$ cat src/rtl/preadd_stage.sv
// preadd_stage: DSP48A1-style D/B pre-adder with optional stage-1 and B1 registers and a matching valid path
module preadd_stage #(
    parameter int    DREG      = 1,
    parameter int    B0REG     = 1,
    parameter int    OPMODEREG = 1,
    parameter int    B1REG     = 1,
    parameter string B_INPUT   = "DIRECT"
) (
    input  logic        CLK,
    input  logic        RSTN,
    input  logic        CED,
    input  logic        CEB,
    input  logic        CEOPMODE,
    input  logic [17:0] D,
    input  logic [17:0] B,
    input  logic [17:0] BCIN,
    input  logic [7:0]  OPMODE,
    input  logic        VALID_IN,
    output logic [17:0] B1_mux,
    output logic [17:0] BCOUT,
    output logic [7:0]  OPMODE_mux,
    output logic        VALID_OUT
);
    localparam bit CASCADE = (B_INPUT == "CASCADE");
    logic [17:0] d_q, b0_q, b1_q, b_sel, d1, b0, pre, s2;
    logic [7:0]  op_q;
    logic        v1_q, v2_q, v1;
    always_comb begin
        b_sel      = CASCADE ? BCIN : B;
        d1         = DREG != 0 ? d_q : D;
        b0         = B0REG != 0 ? b0_q : b_sel;
        OPMODE_mux = OPMODEREG != 0 ? op_q : OPMODE;
        pre        = OPMODE_mux[6] ? d1 - b0 : d1 + b0;
        s2         = OPMODE_mux[4] ? pre : b0;
        v1         = B0REG != 0 ? v1_q : VALID_IN;
        B1_mux     = B1REG != 0 ? b1_q : s2;
        BCOUT      = B1_mux;
        VALID_OUT  = B1REG != 0 ? v2_q : v1;
    end
    // CEB gates data and valid together so a stall keeps them aligned
    always_ff @(posedge CLK) begin
        if (!RSTN) begin
            d_q  <= '0;
            b0_q <= '0;
            op_q <= '0;
            b1_q <= '0;
            v1_q <= 1'b0;
            v2_q <= 1'b0;
        end else begin
            if (CED) d_q <= D;
            if (CEOPMODE) op_q <= OPMODE;
            if (CEB) begin
                b0_q <= b_sel;
                b1_q <= s2;
                v1_q <= VALID_IN;
                v2_q <= v1;
            end
        end
    end
endmodule

$ cat config.mk
export PLATFORM = sky130hd
export DESIGN_NAME = preadd_stage
export DESIGN_NICKNAME = d
export VERILOG_FILES = /design/src/rtl/preadd_stage.sv
export SDC_FILE = /design/constraint.sdc
export NUM_CORES = 1
export LEC_CHECK = 0
export CAP_MARGIN = 15
export CORE_ASPECT_RATIO = 2
export CORE_MARGIN = 2
export CORE_UTILIZATION = 39
export DETAILED_ROUTE_END_ITERATION = 16
export PLACE_DENSITY = 0.69
export SYNTH_ARGS = -nofsm -noshare
export SYNTH_HDL_FRONTEND = slang
export SYNTH_SLANG_ARGS = --single-unit
$ cat constraint.sdc
create_clock -name CLK -period 7.35 [get_ports CLK]
set_input_delay 0.735 -clock CLK [delete_from_list [all_inputs] [get_ports CLK]]
set_output_delay 0.735 -clock CLK [all_outputs]
set_load 0.05 [all_outputs]
# Word-level counts from Yosys, hierarchy flattened
# Index checks and enable logic that the tools add are counted.
[totals]
reg_bits = 64
input_bits = 68
output_inout_bits = 45
[classes]
add_sub_neg = 2
muxes = 2
[ops]
columns = ["cell", "n"]
rows = [
  ["2-to-1 mux 18 bit", 2],
  ["adder 18 bit", 1],
  ["subtractor 18 bit", 1],
]

# Logic depth before layout (Yosys ltp)
# Gate-level depths: netlist (run 1).
[depth]
depth_word = 3
mapped_depth = 14

# Worst setup path after synthesis (run 1)
# No wires, ideal clock.
[synth_path]
path_type = "reg-to-reg"
startpoint = "reg op_q[6] (netlist: OPMODE_mux[6])"
endpoint = "reg b1_q[16] (netlist: B1_mux[16])"
setup_slack_ns = 4.069
setup_time_ns = 0.077
synth_period_minus_slack_ns = 3.281
t_arrival_ns = 3.204
required_ns = 7.273
path_stages_with_launch = 12
n_path_buf = 2
path_cell_list = "dfxtp_1 -> clkbuf_1 -> clkbuf_1 -> mux2i_1 -> fa_1 -> a21o_1 -> a221oi_2 -> or2_1 -> o31ai_1 -> a221o_1 -> or2_1 -> a41oi_2"
[synth_between]
elab_chain_cells = 2
[synth_lines]
columns = ["element", "line_no", "rtl"]
rows = [
  ["from (decl)", "26", "logic [7:0] op_q;"],
  ["from (signal assigned)", "45", "op_q <= '0;"],
  ["from (signal assigned)", "51", "if (CEOPMODE) op_q <= OPMODE;"],
  ["2-to-1 mux 18 bit", "33", "pre = OPMODE_mux[6] ? d1 - b0 : d1 + b0;"],
  ["2-to-1 mux 18 bit", "34", "s2 = OPMODE_mux[4] ? pre : b0;"],
  ["to (signal assigned)", "46", "b1_q <= '0;"],
  ["to (signal assigned)", "54", "b1_q <= s2;"],
  ["to (decl)", "25", "logic [17:0] d_q, b0_q, b1_q, b_sel, d1, b0, pre, s2;"],
]
# No other way between the ends.
# A chain may end at the register's enable or synchronous reset.

# Worst setup path in the final report (run 1)
[layout_path]
startpoint = "reg b0_q[0] (netlist: b0[0])"
endpoint = "reg b1_q[16] (netlist: B1_mux[16])"
[layout_between]
elab_chain_cells = 3
elab_cells_between_ends = 4
classes_between = "add/sub: 2; mux: 2"
[layout_lines]
columns = ["element", "line_no", "rtl"]
rows = [
  ["from (decl)", "25", ""],
  ["from (signal assigned)", "53", "b0_q <= b_sel;"],
  ["adder 18 bit / subtractor 18 bit (equally long branches)", "33", ""],
  ["2-to-1 mux 18 bit (*)", "33", ""],
  ["2-to-1 mux 18 bit (*)", "34", ""],
]
# Every way passes the cells marked *; elsewhere a longest branch is shown, timed or not.

==> results_tabular.tex, run 1 <==
\begin{tabular}{lr}
\hline
Metric & Value \\
\hline
\multicolumn{2}{l}{\textbf{Run status}} \\
\quad Result of the run & finished clean \\
\multicolumn{2}{l}{\textbf{Clock tree}} \\
\quad Clock-pin slew on the worst setup and hold paths & 0.05 ns \\
\quad Clock tree from TritonCTS & yes \\
\quad Quantity of gates resized following cts & 0 \\
\quad Latest clock arrival within the worst-skew pair & around 0.33 ns \\
\quad Clock root cell & sky130\_fd\_sc\_hd\_\_clkbuf\_16 \\
\quad Number of setup buffers added after CTS & 0 \\
\quad H-tree levels & 3 \\
\quad CTS Hold Buffers Added & 0 \\
\quad CTS Buffer Depth & 2 \\
\quad Cts bufs inserted & 9 \\
\quad Clock Sink Count & 64 \\
\multicolumn{2}{l}{\textbf{GRT}} \\
\quad Via count of the first global-routing pass & 3,135 \\
\quad Number of antenna violations at the first check in global routing & 0 \\
\quad Wire length of the first global-routing pass & between 15,000 and 20,000 um \\
\quad Pin count of the biggest net entering global routing & between 50 and 60 \\
\quad Global route total overflow & 0 \\
\quad Global-route total usage across every layer & 0.206 \\
\multicolumn{2}{l}{\textbf{Routing}} \\
\quad WL final & approximately 10,000 um \\
\quad Starting DRT DRC Count & 111 \\
\quad Detailed-route DRC error count & 0 \\
\quad Number of detailed-routing iterations run before antenna repair & 4 \\
\quad Routed via count & 3,162 \\
\quad Per-cell routed wire length & 16.8 um \\
\quad Count of antenna-violating nets left after detailed routing & 0 \\
\quad Via/cell ratio & 5.31 \\
\multicolumn{2}{l}{\textbf{Setup path}} \\
\quad Worst reg2reg startpoint & b0[0] \\
\quad Kind of start point of the critical path & register \\
\quad Arrival time at the worst endpoint & 3.76 ns \\
\quad Critical path endpoint category & register \\
\quad FF-to-FF End & B1\_mux[16] \\
\quad Required time of the critical path & 7.61 ns \\
\quad Max Fanout on Critical Path & 6 \\
\quad Class of the most critical setup path & reg2reg \\
\quad Register-to-Register Setup Slack & 3.85 ns \\
\quad Reg2reg path depth & 13 \\
\multicolumn{2}{l}{\textbf{Timing}} \\
\quad Final worst-path setup slack & 3.85 ns \\
\quad Sum Neg Setup Slack & 0 ns \\
\quad Fraction of the cycle the final worst path needs & 0.477 \\
\quad Worst slew slack as a fraction of its limit & 0.285 \\
\quad Transition time at the pin with the least slew margin & 1.07 ns \\
\quad Final-report setup violation count & 0 \\
\quad Clock period minus final worst setup slack & 3.50 ns \\
\quad Maximum clock rate & 285 MHz \\
\quad Final hold vios & 0 \\
\quad Worst hold slack after final layout & $\sim$0.5 ns \\
\quad Layout Skew & 0.00517 ns \\
\quad Fin. max-slew vios & 0 \\
\quad Unrepaired setup endpoints after global routing & no \\
\multicolumn{2}{l}{\textbf{Pwr}} \\
\quad Highest ir drop seen on vdd & 0.000132 V \\
\quad Overall Power & 1.18 mW \\
\quad Leakage component of the power & between 1.5 and 2 nW \\
\quad Pwr per Cell Area & 245 nW/um\^{}2 \\
\multicolumn{2}{l}{\textbf{Yosys}} \\
\quad Net count after synthesis & 507 \\
\quad Post-synth top area share & 0.353 \\
\quad Library cells used by synthesis & 40 \\
\quad Fraction of the yosys area taken by sequential cells & 0.353 \\
\quad Syn avg cell area & 8.65 um\^{}2 \\
\quad Library cell with the largest summed area after synthesis & sky130\_fd\_sc\_hd\_\_dfxtp\_1 \\
\quad Number of synthesized register bits & 64 \\
\quad Number of synthesis warnings & 0 \\
\quad Ranking of synthesized cells by area & sky130\_fd\_sc\_hd\_\_dfxtp\_1, sky130\_fd\_sc\_hd\_\_mux2i\_1, sky130\_fd\_sc\_hd\_\_nor2\_1 \\
\quad Number of instances in the synthesized netlist & 420 \\
\quad Cell area after technology mapping & $\sim$3600 um\^{}2 \\
\quad Top\_reg\_cell synth & sky130\_fd\_sc\_hd\_\_dfxtp\_1 \\
\quad Number of synthesized flops with an enable pin & 0 \\
\quad Async set-or-reset flop fraction in the synthesized netlist & 0 \\
\multicolumn{2}{l}{\textbf{Final layout}} \\
\quad Filler cell count in the final layout & $\sim$850 \\
\quad Net count of the finished layout & 576 \\
\quad Antenna diode instance count & 0 \\
\quad Commonest non-fill, non-tap cell in the layout & sky130\_fd\_sc\_hd\_\_clkdlybuf4s50\_1 \\
\quad Proportion of layout cells with a drive suffix above 1 & 0.0445 \\
\quad P\&R area growth vs syn & 32.7\% \\
\quad Commonest cells after routing, fill and taps aside & sky130\_fd\_sc\_hd\_\_clkdlybuf4s50\_1, sky130\_fd\_sc\_hd\_\_nor2\_1, sky130\_fd\_sc\_hd\_\_dfxtp\_1 \\
\quad Count of non-filler cells in the finished layout & 596 \\
\multicolumn{2}{l}{\textbf{Floorplan}} \\
\quad Die W & 72.3 um \\
\quad Placement Rows & 49 \\
\quad Overall die height & 141 um \\
\quad Core box area & 9010 um\^{}2 \\
\quad Ports placed on the boundary & 113 \\
\quad Die Outline Area & 10,200 um\^{}2 \\
\quad Starting Density & 0.403 \\
\multicolumn{2}{l}{\textbf{Place}} \\
\quad \# port buffers & 94 \\
\quad Final Wtd Congestion & 0.858 \\
\quad Count of placed standard cells including taps & 580 \\
\quad Worst slack at placement & 3.91 ns \\
\quad HPWL after detailed placement & 7620 um \\
\multicolumn{2}{l}{\textbf{Min path}} \\
\quad Hold path startpoint & d1[0] \\
\quad Hold Path Stages & 2 \\
\quad Worst hold path endpoint & d1[0] \\
\quad Tightest Hold Check Type & reg2reg \\
\multicolumn{2}{l}{\textbf{Flow run}} \\
\quad Max-cap violations & 0 \\
\hline
\end{tabular}
## worst max-delay path, stage by stage, from the launching register on
cell and delay [ns]:
sky130_fd_sc_hd__dfxtp_1 0.37, sky130_fd_sc_hd__nor3_1 0.27, sky130_fd_sc_hd__nand2_1 0.11, sky130_fd_sc_hd__nor4_1 0.57, sky130_fd_sc_hd__a21oi_1 0.20, sky130_fd_sc_hd__xnor2_1 0.17
sky130_fd_sc_hd__ha_1 0.35, sky130_fd_sc_hd__a21oi_1 0.23, sky130_fd_sc_hd__o21a_1 0.18, sky130_fd_sc_hd__o21a_1 0.11, sky130_fd_sc_hd__o31ai_1 0.11, sky130_fd_sc_hd__a221o_1 0.35
sky130_fd_sc_hd__or2_1 0.24, sky130_fd_sc_hd__a41oi_2 0.16
## registers in the layout (all words and copies together) (netlist names)
| signal | flops |
|---|---|
| B1_mux | 18 |
| OPMODE_mux | 8 |
| VALID_OUT | 1 |
| b0 | 18 |
| d1 | 18 |
| v1 | 1 |
## worst max path at each step
stage                   from    endpoint  slack, ns  cells after the start
6_report               b0[0]  B1_mux[16]       3.85                     13
2_1_floorplan  OPMODE_mux[6]  B1_mux[16]       4.07                     11
5_1_grt                b0[0]  B1_mux[16]       3.60                     13
3_5_place_dp           b0[0]  B1_mux[16]       3.91                     12
4_1_cts                b0[0]  B1_mux[16]       3.90                     12
3_3_place_gp           b0[0]  B1_mux[16]       4.01                     12
## area by class of cell
type,instances,area (um^2),share of cell area
Clock inverter,2,35.0,0.00727
Tap cell,102,128,0.0265
Multi-Input combinational cell,306,2100,0.435
Sequential cell,64,1280,0.266
Timing Repair Buffer,96,951,0.197
Inverter,12,45.0,0.00934
Clock buffer,14,284,0.0589
## synthesized netlist by cell type (2+ instances only)
| cell | number |
|---|---|
| sky130_fd_sc_hd__nor2_1 | 74 |
| sky130_fd_sc_hd__or2_1 | 2 |
| sky130_fd_sc_hd__mux2i_1 | 57 |
| sky130_fd_sc_hd__a21o_1 | 6 |
| sky130_fd_sc_hd__buf_4 | 18 |
| sky130_fd_sc_hd__o21ai_0 | 19 |
| sky130_fd_sc_hd__nand2b_1 | 5 |
| sky130_fd_sc_hd__inv_1 | 11 |
| sky130_fd_sc_hd__o21bai_1 | 2 |
| sky130_fd_sc_hd__xor2_1 | 8 |
| sky130_fd_sc_hd__a211oi_1 | 4 |
| sky130_fd_sc_hd__nand2_1 | 16 |
| sky130_fd_sc_hd__dfxtp_1 | 64 |
| sky130_fd_sc_hd__o22ai_1 | 4 |
| sky130_fd_sc_hd__clkbuf_1 | 19 |
| sky130_fd_sc_hd__ha_1 | 18 |
| sky130_fd_sc_hd__a21oi_1 | 30 |
| sky130_fd_sc_hd__xnor2_1 | 23 |
| sky130_fd_sc_hd__nor3_1 | 6 |
| sky130_fd_sc_hd__o21a_1 | 2 |
| sky130_fd_sc_hd__a31oi_1 | 4 |
| sky130_fd_sc_hd__nand3_1 | 2 |
| sky130_fd_sc_hd__nor4_1 | 3 |
| sky130_fd_sc_hd__o211ai_1 | 5 |
| sky130_fd_sc_hd__and3_1 | 2 |
| sky130_fd_sc_hd__a41oi_1 | 2 |
## cell families (layout without fill, tap and decap cells)
group,count (synthesis),in the layout,share of synthesized area
buf+inv,50,124,0.0702
compound gates,85,85,0.145
simple gates,114,114,0.133
xor+xnor,31,31,0.0747
mux,57,57,0.157
flops,64,64,0.353
fa+ha+maj,19,19,0.0675
## where the power goes
group	internal (mW)	switching [mW]	total (mW)	leakage (nW)
combinational	0.145	0.198	0.342	1.31
sequential	0.370	0.0239	0.394	0.528
clock	0.299	0.147	0.446	0.159
## per-stage QoR
step | util | cell area, um^2
final | 0.535 | 4820
after global placement | 0.500 | 4500
after detailed placement | 0.500 | 4500
after global routing | 0.535 | 4820
after CTS | 0.535 | 4820
after floorplan | - | 3630
## layer usage
metal  routed length [um]  vias up  track usage
met5                    0        -            0
met4                  445        0        0.111
met3                  222       24       0.0482
met2                 5990       59        0.403
met1                 3340     1496        0.181
li1                     -     1583            -
Note: power is estimated with default switching activity, not from simulation.
==> inputs of run 2 (changes only) <==
Clock period 7.35 ns to 3.45 ns, I/O delays scaled along.
==> run 2 against run 1 <==
Against the previous run: non-clock buffer count is 3 higher; critical path type unchanged; clock power is 96% higher; sequential share of layout area is 0.055 points lower; highest routed layer unchanged; die area stayed put; flip-flop and latch count stayed put.
==> results_tabular.tex, run 2 (same netlist as run 1, synthesis figures left out) <==
\begin{tabular}{lr}
\hline
Metric & Value \\
\hline
\multicolumn{2}{l}{\textbf{Final layout}} \\
\quad Net count of the finished layout & 579 (+0.52\%) \\
\quad Proportion of layout cells with a drive suffix above 1 & 0.0565 (+0.0119) \\
\quad Commonest cells after routing, fill and taps aside & sky130\_fd\_sc\_hd\_\_clkdlybuf4s50\_1, sky130\_fd\_sc\_hd\_\_nor2\_1, sky130\_fd\_sc\_hd\_\_dfxtp\_1 \\
\quad Sequential cell area & 1280 um\^{}2 (unchanged) \\
\quad Commonest non-fill, non-tap cell in the layout & sky130\_fd\_sc\_hd\_\_clkdlybuf4s50\_1 \\
\quad P\&R area growth vs syn & 33.0\% \\
\quad Count of non-filler cells in the finished layout & 598 (+0.34\%) \\
\quad Antenna diode instance count & 0 (unchanged) \\
\quad Filler cell count in the final layout & 853 (+0.47\%) \\
\quad Multi-input combinational cell area & 2120 um\^{}2 (+0.90\%) \\
\multicolumn{2}{l}{\textbf{Setup path}} \\
\quad FF-to-FF End & B1\_mux[16] \\
\quad Register-to-Register Setup Slack & 0.27 ns (-3.58 ns) \\
\quad Cell type of the slowest stage on the worst timing path & sky130\_fd\_sc\_hd\_\_dfxtp\_1 \\
\quad Longest individual stage delay on the worst path & 0.37 ns (-0.20 ns) \\
\quad Critical path startpoint & b0[0] \\
\quad Class of the most critical setup path & reg2reg \\
\quad Worst reg2reg startpoint & b0[0] \\
\quad CP dominant cell by count & sky130\_fd\_sc\_hd\_\_a21oi\_1 \\
\quad Max Fanout on Critical Path & 6 (unchanged) \\
\quad Arrival time at the worst endpoint & 3.43 ns (-0.33 ns) \\
\quad Reg2reg path depth & 13 (unchanged) \\
\quad Critical Path End & B1\_mux[16] \\
\quad Required time of the critical path & 3.70 ns (-3.91 ns) \\
\quad Kind of start point of the critical path & register \\
\quad Series of cell instances along the critical path & nor3\_2, nand2\_1, nor4\_1, buf\_4, and2\_1, a21oi\_1, xnor2\_1, ha\_1, a21oi\_1, o21bai\_1, a221o\_1, or2\_1, a41oi\_2 \\
\quad Critical path endpoint category & register \\
\multicolumn{2}{l}{\textbf{Timing}} \\
\quad Layout Skew & 0.00652 ns (+0.00136 ns) \\
\quad Final-report setup violation count & 0 (unchanged) \\
\quad Clock period minus final worst setup slack & 3.18 ns (-0.320 ns) \\
\quad Worst slew slack as a fraction of its limit & 0.268 (-0.0173) \\
\quad Final hold vios & 0 (unchanged) \\
\quad Unrepaired setup endpoints after global routing & no \\
\quad Maximum clock rate & 314 MHz (+10\%) \\
\quad Transition time at the pin with the least slew margin & 1.10 ns (+0.0258 ns) \\
\quad Fraction of the cycle the final worst path needs & 0.923 (+0.446) \\
\quad Final worst-path setup slack & 0.267 ns (-3.58 ns) \\
\quad Sum Neg Setup Slack & 0 ns (unchanged) \\
\quad Fin. max-slew vios & 0 (unchanged) \\
\multicolumn{2}{l}{\textbf{GRT}} \\
\quad Pin count of the biggest net entering global routing & 54 (-3.6\%) \\
\quad Wire length of the first global-routing pass & 15,700 um (+0.70\%) \\
\quad Via count of the first global-routing pass & 3,140 (+0.16\%) \\
\quad Global route total overflow & 0 (unchanged) \\
\quad Global-route total usage across every layer & 0.207 (+0.000870) \\
\quad Number of antenna violations at the first check in global routing & 0 (unchanged) \\
\multicolumn{2}{l}{\textbf{Routing}} \\
\quad Via/cell ratio & 5.28 (-0.56\%) \\
\quad Met2 wire length & 5880 um (-1.9\%) \\
\quad Top layer reached by signal wires & met4 \\
\quad Count of antenna-violating nets left after detailed routing & 0 (unchanged) \\
\quad Per-cell routed wire length & 16.6 um (-0.95\%) \\
\quad Met3 routed wirelength & 240 um (+8.1\%) \\
\quad Starting DRT DRC Count & 122 (+9.9\%) \\
\quad Detailed-route wire length on metal 1 & 3270 um (-2.0\%) \\
\quad Detailed-route DRC error count & 0 (unchanged) \\
\quad Routed via count & 3,155 (-0.22\%) \\
\quad Number of detailed-routing iterations run before antenna repair & 4 (unchanged) \\
\quad WL final & 9940 um (-0.62\%) \\
\multicolumn{2}{l}{\textbf{Place}} \\
\quad Count of placed standard cells including taps & 583 (+0.52\%) \\
\quad Final Wtd Congestion & 0.825 (-3.9\%) \\
\quad HPWL after detailed placement & 7790 um (+2.2\%) \\
\quad \# port buffers & 94 (unchanged) \\
\quad Worst slack at placement & 0.205 ns (-3.71 ns) \\
\multicolumn{2}{l}{\textbf{Clock tree}} \\
\quad Clock root cell & sky130\_fd\_sc\_hd\_\_clkbuf\_16 \\
\quad Clock tree from TritonCTS & yes \\
\quad CTS Buffer Depth & 2 (unchanged) \\
\quad Clock Sink Count & 64 (unchanged) \\
\quad H-tree levels & 3 (unchanged) \\
\quad Cts bufs inserted & 9 (unchanged) \\
\quad Latest clock arrival within the worst-skew pair & 0.33 ns (about the same) \\
\quad CTS Hold Buffers Added & 0 (unchanged) \\
\quad Clock-pin slew on the worst setup and hold paths & 0.05 ns (about the same) \\
\multicolumn{2}{l}{\textbf{Floorplan}} \\
\quad Starting Density & 0.403 (unchanged) \\
\quad Core box area & 9010 um\^{}2 (unchanged) \\
\quad Overall die height & 141 um (unchanged) \\
\quad Die W & 72.3 um (unchanged) \\
\quad Ports placed on the boundary & 113 (unchanged) \\
\quad Die Outline Area & 10,200 um\^{}2 (unchanged) \\
\quad Placement Rows & 49 (unchanged) \\
\multicolumn{2}{l}{\textbf{Run status}} \\
\quad Result of the run & finished clean \\
\multicolumn{2}{l}{\textbf{Pwr}} \\
\quad Highest ir drop seen on vdd & 0.000274 V (+110\%) \\
\quad Pwr per Cell Area & 508 nW/um\^{}2 (+110\%) \\
\quad Leakage component of the power & 2.00 nW (+0.22\%) \\
\multicolumn{2}{l}{\textbf{Min path}} \\
\quad Tightest Hold Check Type & reg2reg \\
\multicolumn{2}{l}{\textbf{Flow run}} \\
\quad Max-cap violations & 0 (unchanged) \\
\hline
\end{tabular}
[run 2: metal layers]
layer,global-route usage,vias up
li1,-,1582
met1,0.182,1484
met2,0.401,59
met3,0.0388,30
met4,0.131,0
met5,0,-
[run 2: layout make-up]
class,instances,share of cell area
Timing Repair Buffer,99,0.202
Inverter,12,0.00932
Multi-Input combinational cell,306,0.438
Tap cell,102,0.0264
Clock buffer,11,0.0502
Clock inverter,4,0.00932
Sequential cell,64,0.265
[run 2: through the flow]
step           power [mW]  hold slack [ns]  utilization  cell area, um^2
3_5_place_dp         1.59            0.490        0.502             4520
2_1_floorplan        1.37            0.460            -             3630
4_1_cts              2.47            0.502        0.534             4810
5_1_grt              2.58            0.528        0.536             4830
6_report             2.46            0.499        0.536             4830
3_3_place_gp         1.58            0.475        0.502             4520
[run 2: timing repair]
| action | in CTS | in global routing |
|---|---|---|
| buffers inserted | 0 | 0 |
| resized for setup | 0 | 4 |
| endpoints found under the setup margin | 0 | 1 |
[run 2: how the worst min path moves through the flow]
stage	from	to	slack [ns]	cells after the start
after floorplan	v1	v1	0.46	2
after global placement	OPMODE_mux[2]	OPMODE_mux[2]	0.48	2
after detailed placement	OPMODE_mux[3]	OPMODE_mux[3]	0.49	2
after CTS	OPMODE_mux[3]	OPMODE_mux[3]	0.50	2
after global routing	v1	v1	0.53	2
final	OPMODE_mux[3]	OPMODE_mux[3]	0.50	2
[run 2: power breakdown]
part / leakage, nW / switching (mW) / internal (mW)
combinational: 1.33 / 0.431 / 0.313
sequential: 0.528 / 0.0479 / 0.788
clock: 0.145 / 0.305 / 0.570
total: 2.00 / 0.784 / 1.67
[run 2: worst max-delay path, delay by kind of cell (launching register included)]
family / cells / cell delay (ns)
simple gates: 5 / 0.91
compound gates: 5 / 1.06
xor+xnor: 1 / 0.23
flops: 1 / 0.37
buf+inv: 1 / 0.19
fa+ha+maj: 1 / 0.35
==> inputs of run 3 (changes only) <==
--- a/config.mk
+++ b/config.mk
@@ -7,2 +7,3 @@
 export LEC_CHECK = 0
+export ABC_CLOCK_PERIOD_IN_PS = 4100
 export CAP_MARGIN = 15
==> constraint.sdc (replaced) <==
create_clock -name CLK -period 4.1 [get_ports CLK]
set_input_delay 0.82 -clock CLK [delete_from_list [all_inputs] [get_ports CLK]]
set_output_delay 0.82 -clock CLK [all_outputs]
set_load 0.05 [all_outputs]
==> run 3 against run 2 <==
Against the previous run: sequential power down 15%; count of clock-buffer cells in the layout up 1; critical endpoint unchanged; critical path depth unchanged; non-clock buffer count down 3; total power down 19%; combinational power down 19%; via count down 0.54%; register-to-register slack better by 0.43 ns.
==> results_tabular.tex, run 3 (same netlist as run 1, synthesis figures left out) <==
\begin{tabular}{lr}
\hline
Metric & Value \\
\hline
\multicolumn{2}{l}{\textbf{Floorplan}} \\
\quad Placement Rows & 49 (unchanged) \\
\quad Core box area & 9010 um\^{}2 (unchanged) \\
\quad Die Outline Area & 10,200 um\^{}2 (unchanged) \\
\quad Ports placed on the boundary & 113 (unchanged) \\
\quad Overall die height & 141 um (unchanged) \\
\quad Die W & 72.3 um (unchanged) \\
\quad Starting Density & 0.403 (unchanged) \\
\multicolumn{2}{l}{\textbf{Setup path}} \\
\quad Max Fanout on Critical Path & 6 (unchanged) \\
\quad Critical path endpoint category & register \\
\quad Critical path startpoint & b0[1] \\
\quad Required time of the critical path & 4.35 ns (+0.65 ns) \\
\quad Kind of start point of the critical path & register \\
\quad Register-to-Register Setup Slack & 0.70 ns (+0.43 ns) \\
\quad Arrival time at the worst endpoint & 3.66 ns (+0.23 ns) \\
\quad Reg2reg path depth & 13 (unchanged) \\
\quad FF-to-FF End & B1\_mux[16] \\
\quad Critical Path End & B1\_mux[16] \\
\quad Class of the most critical setup path & reg2reg \\
\quad Worst reg2reg startpoint & b0[1] \\
\multicolumn{2}{l}{\textbf{Place}} \\
\quad \# port buffers & 94 (unchanged) \\
\quad Final Wtd Congestion & 0.862 (+4.6\%) \\
\quad HPWL after detailed placement & 7630 um (-2.0\%) \\
\multicolumn{2}{l}{\textbf{Clock tree}} \\
\quad Cts bufs inserted & 9 (unchanged) \\
\quad Clock root cell & sky130\_fd\_sc\_hd\_\_clkbuf\_16 \\
\quad Latest clock arrival within the worst-skew pair & 0.33 ns (about the same) \\
\quad Clock tree from TritonCTS & yes \\
\quad Clock-pin slew on the worst setup and hold paths & 0.05 ns (about the same) \\
\quad Quantity of gates resized following cts & 0 (unchanged) \\
\quad Clock Sink Count & 64 (unchanged) \\
\quad CTS Hold Buffers Added & 0 (unchanged) \\
\quad Number of setup buffers added after CTS & 0 (unchanged) \\
\quad CTS Buffer Depth & 2 (unchanged) \\
\quad H-tree levels & 3 (unchanged) \\
\multicolumn{2}{l}{\textbf{Timing}} \\
\quad Fin. max-slew vios & 0 (unchanged) \\
\quad Clock period minus final worst setup slack & 3.40 ns (+0.221 ns) \\
\quad Sum Neg Setup Slack & 0 ns (unchanged) \\
\quad Layout Skew & 0.00445 ns (-0.00207 ns) \\
\quad Fraction of the cycle the final worst path needs & 0.830 (-0.0922) \\
\quad Transition time at the pin with the least slew margin & 1.07 ns (-0.0299 ns) \\
\quad Unrepaired setup endpoints after global routing & no \\
\quad Final hold vios & 0 (unchanged) \\
\quad Worst slew slack as a fraction of its limit & 0.288 (+0.0200) \\
\quad Maximum clock rate & 294 MHz (-6.5\%) \\
\quad Final-report setup violation count & 0 (unchanged) \\
\multicolumn{2}{l}{\textbf{Pwr}} \\
\quad Total net switching power & 0.634 mW (-19\%) \\
\quad Clock network fraction of design power & 0.341 (-0.015) \\
\quad Sequential cell fraction of total power & 0.356 (+0.016) \\
\quad Net switching fraction of the power & 0.319 (about the same) \\
\quad Combinational group share of total power & 0.303 (about the same) \\
\quad Cell internal pwr & 1.35 mW (-19\%) \\
\quad Leakage component of the power & 1.97 nW (-1.6\%) \\
\quad Highest ir drop seen on vdd & 0.000316 V (+16\%) \\
\quad Pwr per Cell Area & 417 nW/um\^{}2 (-18\%) \\
\multicolumn{2}{l}{\textbf{Min path}} \\
\quad Tightest Hold Check Type & reg2reg \\
\multicolumn{2}{l}{\textbf{Final layout}} \\
\quad Multi-input combinational cell area & 2100 um\^{}2 (-0.89\%) \\
\quad Antenna diode instance count & 0 (unchanged) \\
\quad Commonest non-fill, non-tap cell in the layout & sky130\_fd\_sc\_hd\_\_clkdlybuf4s50\_1 \\
\quad Sequential cell area & 1280 um\^{}2 (unchanged) \\
\quad Proportion of layout cells with a drive suffix above 1 & 0.0387 (-0.0178) \\
\quad Filler cell count in the final layout & 869 (+1.9\%) \\
\quad P\&R area growth vs syn & 31.1\% \\
\quad Final core occ & 0.529 (-0.00750) \\
\quad Net count of the finished layout & 576 (-0.52\%) \\
\quad Commonest cells after routing, fill and taps aside & sky130\_fd\_sc\_hd\_\_clkdlybuf4s50\_1, sky130\_fd\_sc\_hd\_\_nor2\_1, sky130\_fd\_sc\_hd\_\_dfxtp\_1 \\
\multicolumn{2}{l}{\textbf{GRT}} \\
\quad Pin count of the biggest net entering global routing & 54 (unchanged) \\
\quad Wire length of the first global-routing pass & 15,400 um (-2.2\%) \\
\quad Global route total overflow & 0 (unchanged) \\
\quad Number of antenna violations at the first check in global routing & 0 (unchanged) \\
\quad Global-route total usage across every layer & 0.201 (-0.00519) \\
\quad Via count of the first global-routing pass & 3,077 (-2.0\%) \\
\multicolumn{2}{l}{\textbf{Routing}} \\
\quad Detailed-route DRC error count & 0 (unchanged) \\
\quad Starting DRT DRC Count & 89 (-27\%) \\
\quad Count of antenna-violating nets left after detailed routing & 0 (unchanged) \\
\quad Via/cell ratio & 5.29 (+0.30\%) \\
\quad Number of detailed-routing iterations run before antenna repair & 4 (unchanged) \\
\quad Routed via count & 3,138 (-0.54\%) \\
\quad Per-cell routed wire length & 16.7 um (+0.19\%) \\
\quad WL final & 9870 um (-0.64\%) \\
\multicolumn{2}{l}{\textbf{Run status}} \\
\quad Result of the run & finished clean \\
\multicolumn{2}{l}{\textbf{Flow run}} \\
\quad Max-cap violations & 0 (unchanged) \\
\hline
\end{tabular}
## run 3: power groups by stage
stage | Combinational [mW] | Sequential (mW) | Clock (mW)
finish | 0.603 | 0.707 | 0.677
CTS | 0.607 | 0.707 | 0.697
detailed placement | 0.604 | 0.720 | 0
global route | 0.656 | 0.712 | 0.719
floorplan | 0.387 | 0.763 | 0
global placement | 0.597 | 0.719 | 0
## run 3: worst min-delay path by stage
stage	startpoint	endpoint	slack, ns	cells past startpoint
2_1_floorplan	v1	v1	0.46	2
3_3_place_gp	OPMODE_mux[2]	OPMODE_mux[2]	0.48	2
3_5_place_dp	OPMODE_mux[2]	OPMODE_mux[2]	0.48	2
4_1_cts	OPMODE_mux[2]	OPMODE_mux[2]	0.50	2
5_1_grt	OPMODE_mux[2]	OPMODE_mux[2]	0.52	2
6_report	OPMODE_mux[2]	OPMODE_mux[2]	0.49	2
## run 3: layout make-up
cell class | count | share of cell area
clock buffers | 12 | 0.0538
clock inverters | 1 | 0.00105
inverters | 12 | 0.00946
multi-input cells | 306 | 0.440
flip-flops and latches | 64 | 0.269
well taps | 102 | 0.0268
repair buffers | 96 | 0.200
## run 3: worst max-delay path, stage by stage (launching register included)
cell and delay [ns]:
sky130_fd_sc_hd__dfxtp_1 0.36, sky130_fd_sc_hd__nor3_1 0.28, sky130_fd_sc_hd__nand2_1 0.12, sky130_fd_sc_hd__nor4_1 0.50, sky130_fd_sc_hd__a21oi_1 0.18, sky130_fd_sc_hd__xnor2_1 0.16, sky130_fd_sc_hd__ha_1 0.36, sky130_fd_sc_hd__a21oi_1 0.22
sky130_fd_sc_hd__o21a_1 0.17, sky130_fd_sc_hd__o21a_1 0.10, sky130_fd_sc_hd__o31ai_1 0.11, sky130_fd_sc_hd__a221o_1 0.35, sky130_fd_sc_hd__or2_1 0.25, sky130_fd_sc_hd__a41oi_2 0.17
## run 3: stage by stage
step                      hold WS [ns]  std cells  setup slack (ns)  instance area [um^2]  power [mW]
after floorplan                  0.460        420             0.819                  3630        1.15
after global placement           0.475        580             0.785                  4500        1.32
after detailed placement         0.484        580             0.702                  4500        1.32
after CTS                        0.496        593             0.677                  4760        2.01
after global routing             0.521        593             0.369                  4760        2.09
final                            0.490        593             0.696                  4760        1.99
## run 3: metal layers
layer  part of all wire  vias up  global-route usage
li1                   -     1580                   -
met1               0.33     1468               0.176
met2               0.60       63               0.398
met3              0.025       27              0.0331
met4              0.043        0               0.122
met5                  0        -                   0
==> patch, RTL diff (settings of run 1) <==
Reset style: asynchronous (`RSTN`), changed in one clocked block.
--- a/src/rtl/preadd_stage.sv
+++ b/src/rtl/preadd_stage.sv
@@ -39,5 +39,5 @@
     end
     // CEB gates data and valid together so a stall keeps them aligned
-    always_ff @(posedge CLK) begin
+    always_ff @(posedge CLK or negedge RSTN) begin
         if (!RSTN) begin
             d_q  <= '0;
Function: differs if RSTN is asserted again (counterexample within 4 cycles, from zero or initial values and one cycle with RSTN low); with RSTN held inactive, the same outputs for 10 cycles.
==> patch against run 1 <==
Critical path depth decreased by 1. Non-clock buffer count unchanged. Critical endpoint is now B1_mux[17]. Global-route usage shrank 1.0 points. Synthesized area grew 5.8%. Clock skew rose by 0.0030 ns. Worst setup slack worse by 0.089 ns. Fmax decreased by 2.5%. Sequential cell count unchanged. Design area rose by 5.7%. Utilization shrank 0.59 points. Wire length shrank 2.2%.
Power is not compared: it rests on default switching activity, and its combinational part moved more than twofold at a synthesized area within 25%.
==> patch: results (changes against run 1) <==
Post-synth top cells=dfrtp_1, mux2_2, a21oi_1; first-pass GRT wire length=15.2 mm (-2.7%); Layout fillers=874 (+2.9%); DP Area=4740 sq um (+5.4%); post-synthesis cell type count=39 (-2.5%); R2R cell count=12 (-1); Worst EP arrival=3.85 ns (+0.09 ns); Mapped Nets=462 (-8.9%); DR vias=3,022 (-4.4%); Mapped Cells=375 (-11%); Avg Vias per Cell=5.17 (-2.5%); Compound-Gate Fraction of Synth Area=0.129 (-0.0168); Placed Cells incl. Taps=568 (-2.1%); ys async rst share=1.00 (+1.00); register area share after synthesis=0.417 (+0.0639); post-synthesis mux area share=0.160 (+0.00308); hpwl dp=7.65 mm (+0.42%); CP peak stage delay=0.53 ns (-0.04 ns); Max stage delay cell, worst path=a311oi_1; vias in the first global route=3,151 (+0.51%); Synth Area in XOR/XNOR=0.0638 (-0.0109); outcome=finished, final reports clean; layout cells sized above 1=0.155 (+0.110); clock skew=0.00814 ns (+0.00297 ns); synth top area cells=dfrtp_1, mux2_2, ha_1; Synth Area in Adders=0.0638 (-0.00371)
patch: where the power goes:
| group | switching [mW] | leakage (nW) | internal [mW] |
|---|---|---|---|
| logic | 0.456 | 1.20 | 0.282 |
| clock network | 0.164 | 0.169 | 0.342 |
| registers | 0.0534 | 0.746 | 0.406 |
patch: per-layer routing:
metal | vias to the layer above | wire length [um] | track usage
li1 | 1458 | - | -
met1 | 1446 | 3040 | 0.172
met2 | 75 | 5750 | 0.366
met3 | 43 | 281 | 0.0348
met4 | 0 | 709 | 0.157
met5 | - | 0 | 0
patch: layout make-up:
type | count | share of cell area
clock buffer | 10 | 0.0469
inverter | 8 | 0.00589
multi-input combinational | 268 | 0.392
clock inverter | 6 | 0.0226
sequential | 64 | 0.314
timing repair buffer | 96 | 0.186
tap | 132 | 0.0324
patch: per-stage QoR:
stage | setup WS [ns] | total power [mW] | util | hold WS (ns)
after floorplan | 4.27 | 0.998 | - | 0.439
after global placement | 3.95 | 1.20 | 0.492 | 0.484
after detailed placement | 3.88 | 1.21 | 0.492 | 0.495
after CTS | 3.87 | 1.72 | 0.529 | 0.508
after global routing | 3.48 | 1.79 | 0.529 | 0.519
final | 3.76 | 1.70 | 0.529 | 0.503
patch: how the worst min path moves through the flow:
stage,startpoint,endpoint,slack [ns],cells past startpoint
after floorplan,RSTN,B1_mux[0],0.44,0
after global placement,v1,v1,0.48,1
after detailed placement,OPMODE_mux[0],OPMODE_mux[0],0.49,1
after CTS,OPMODE_mux[0],OPMODE_mux[0],0.51,1
after global routing,v1,VALID_OUT,0.52,1
final,OPMODE_mux[0],OPMODE_mux[0],0.50,1
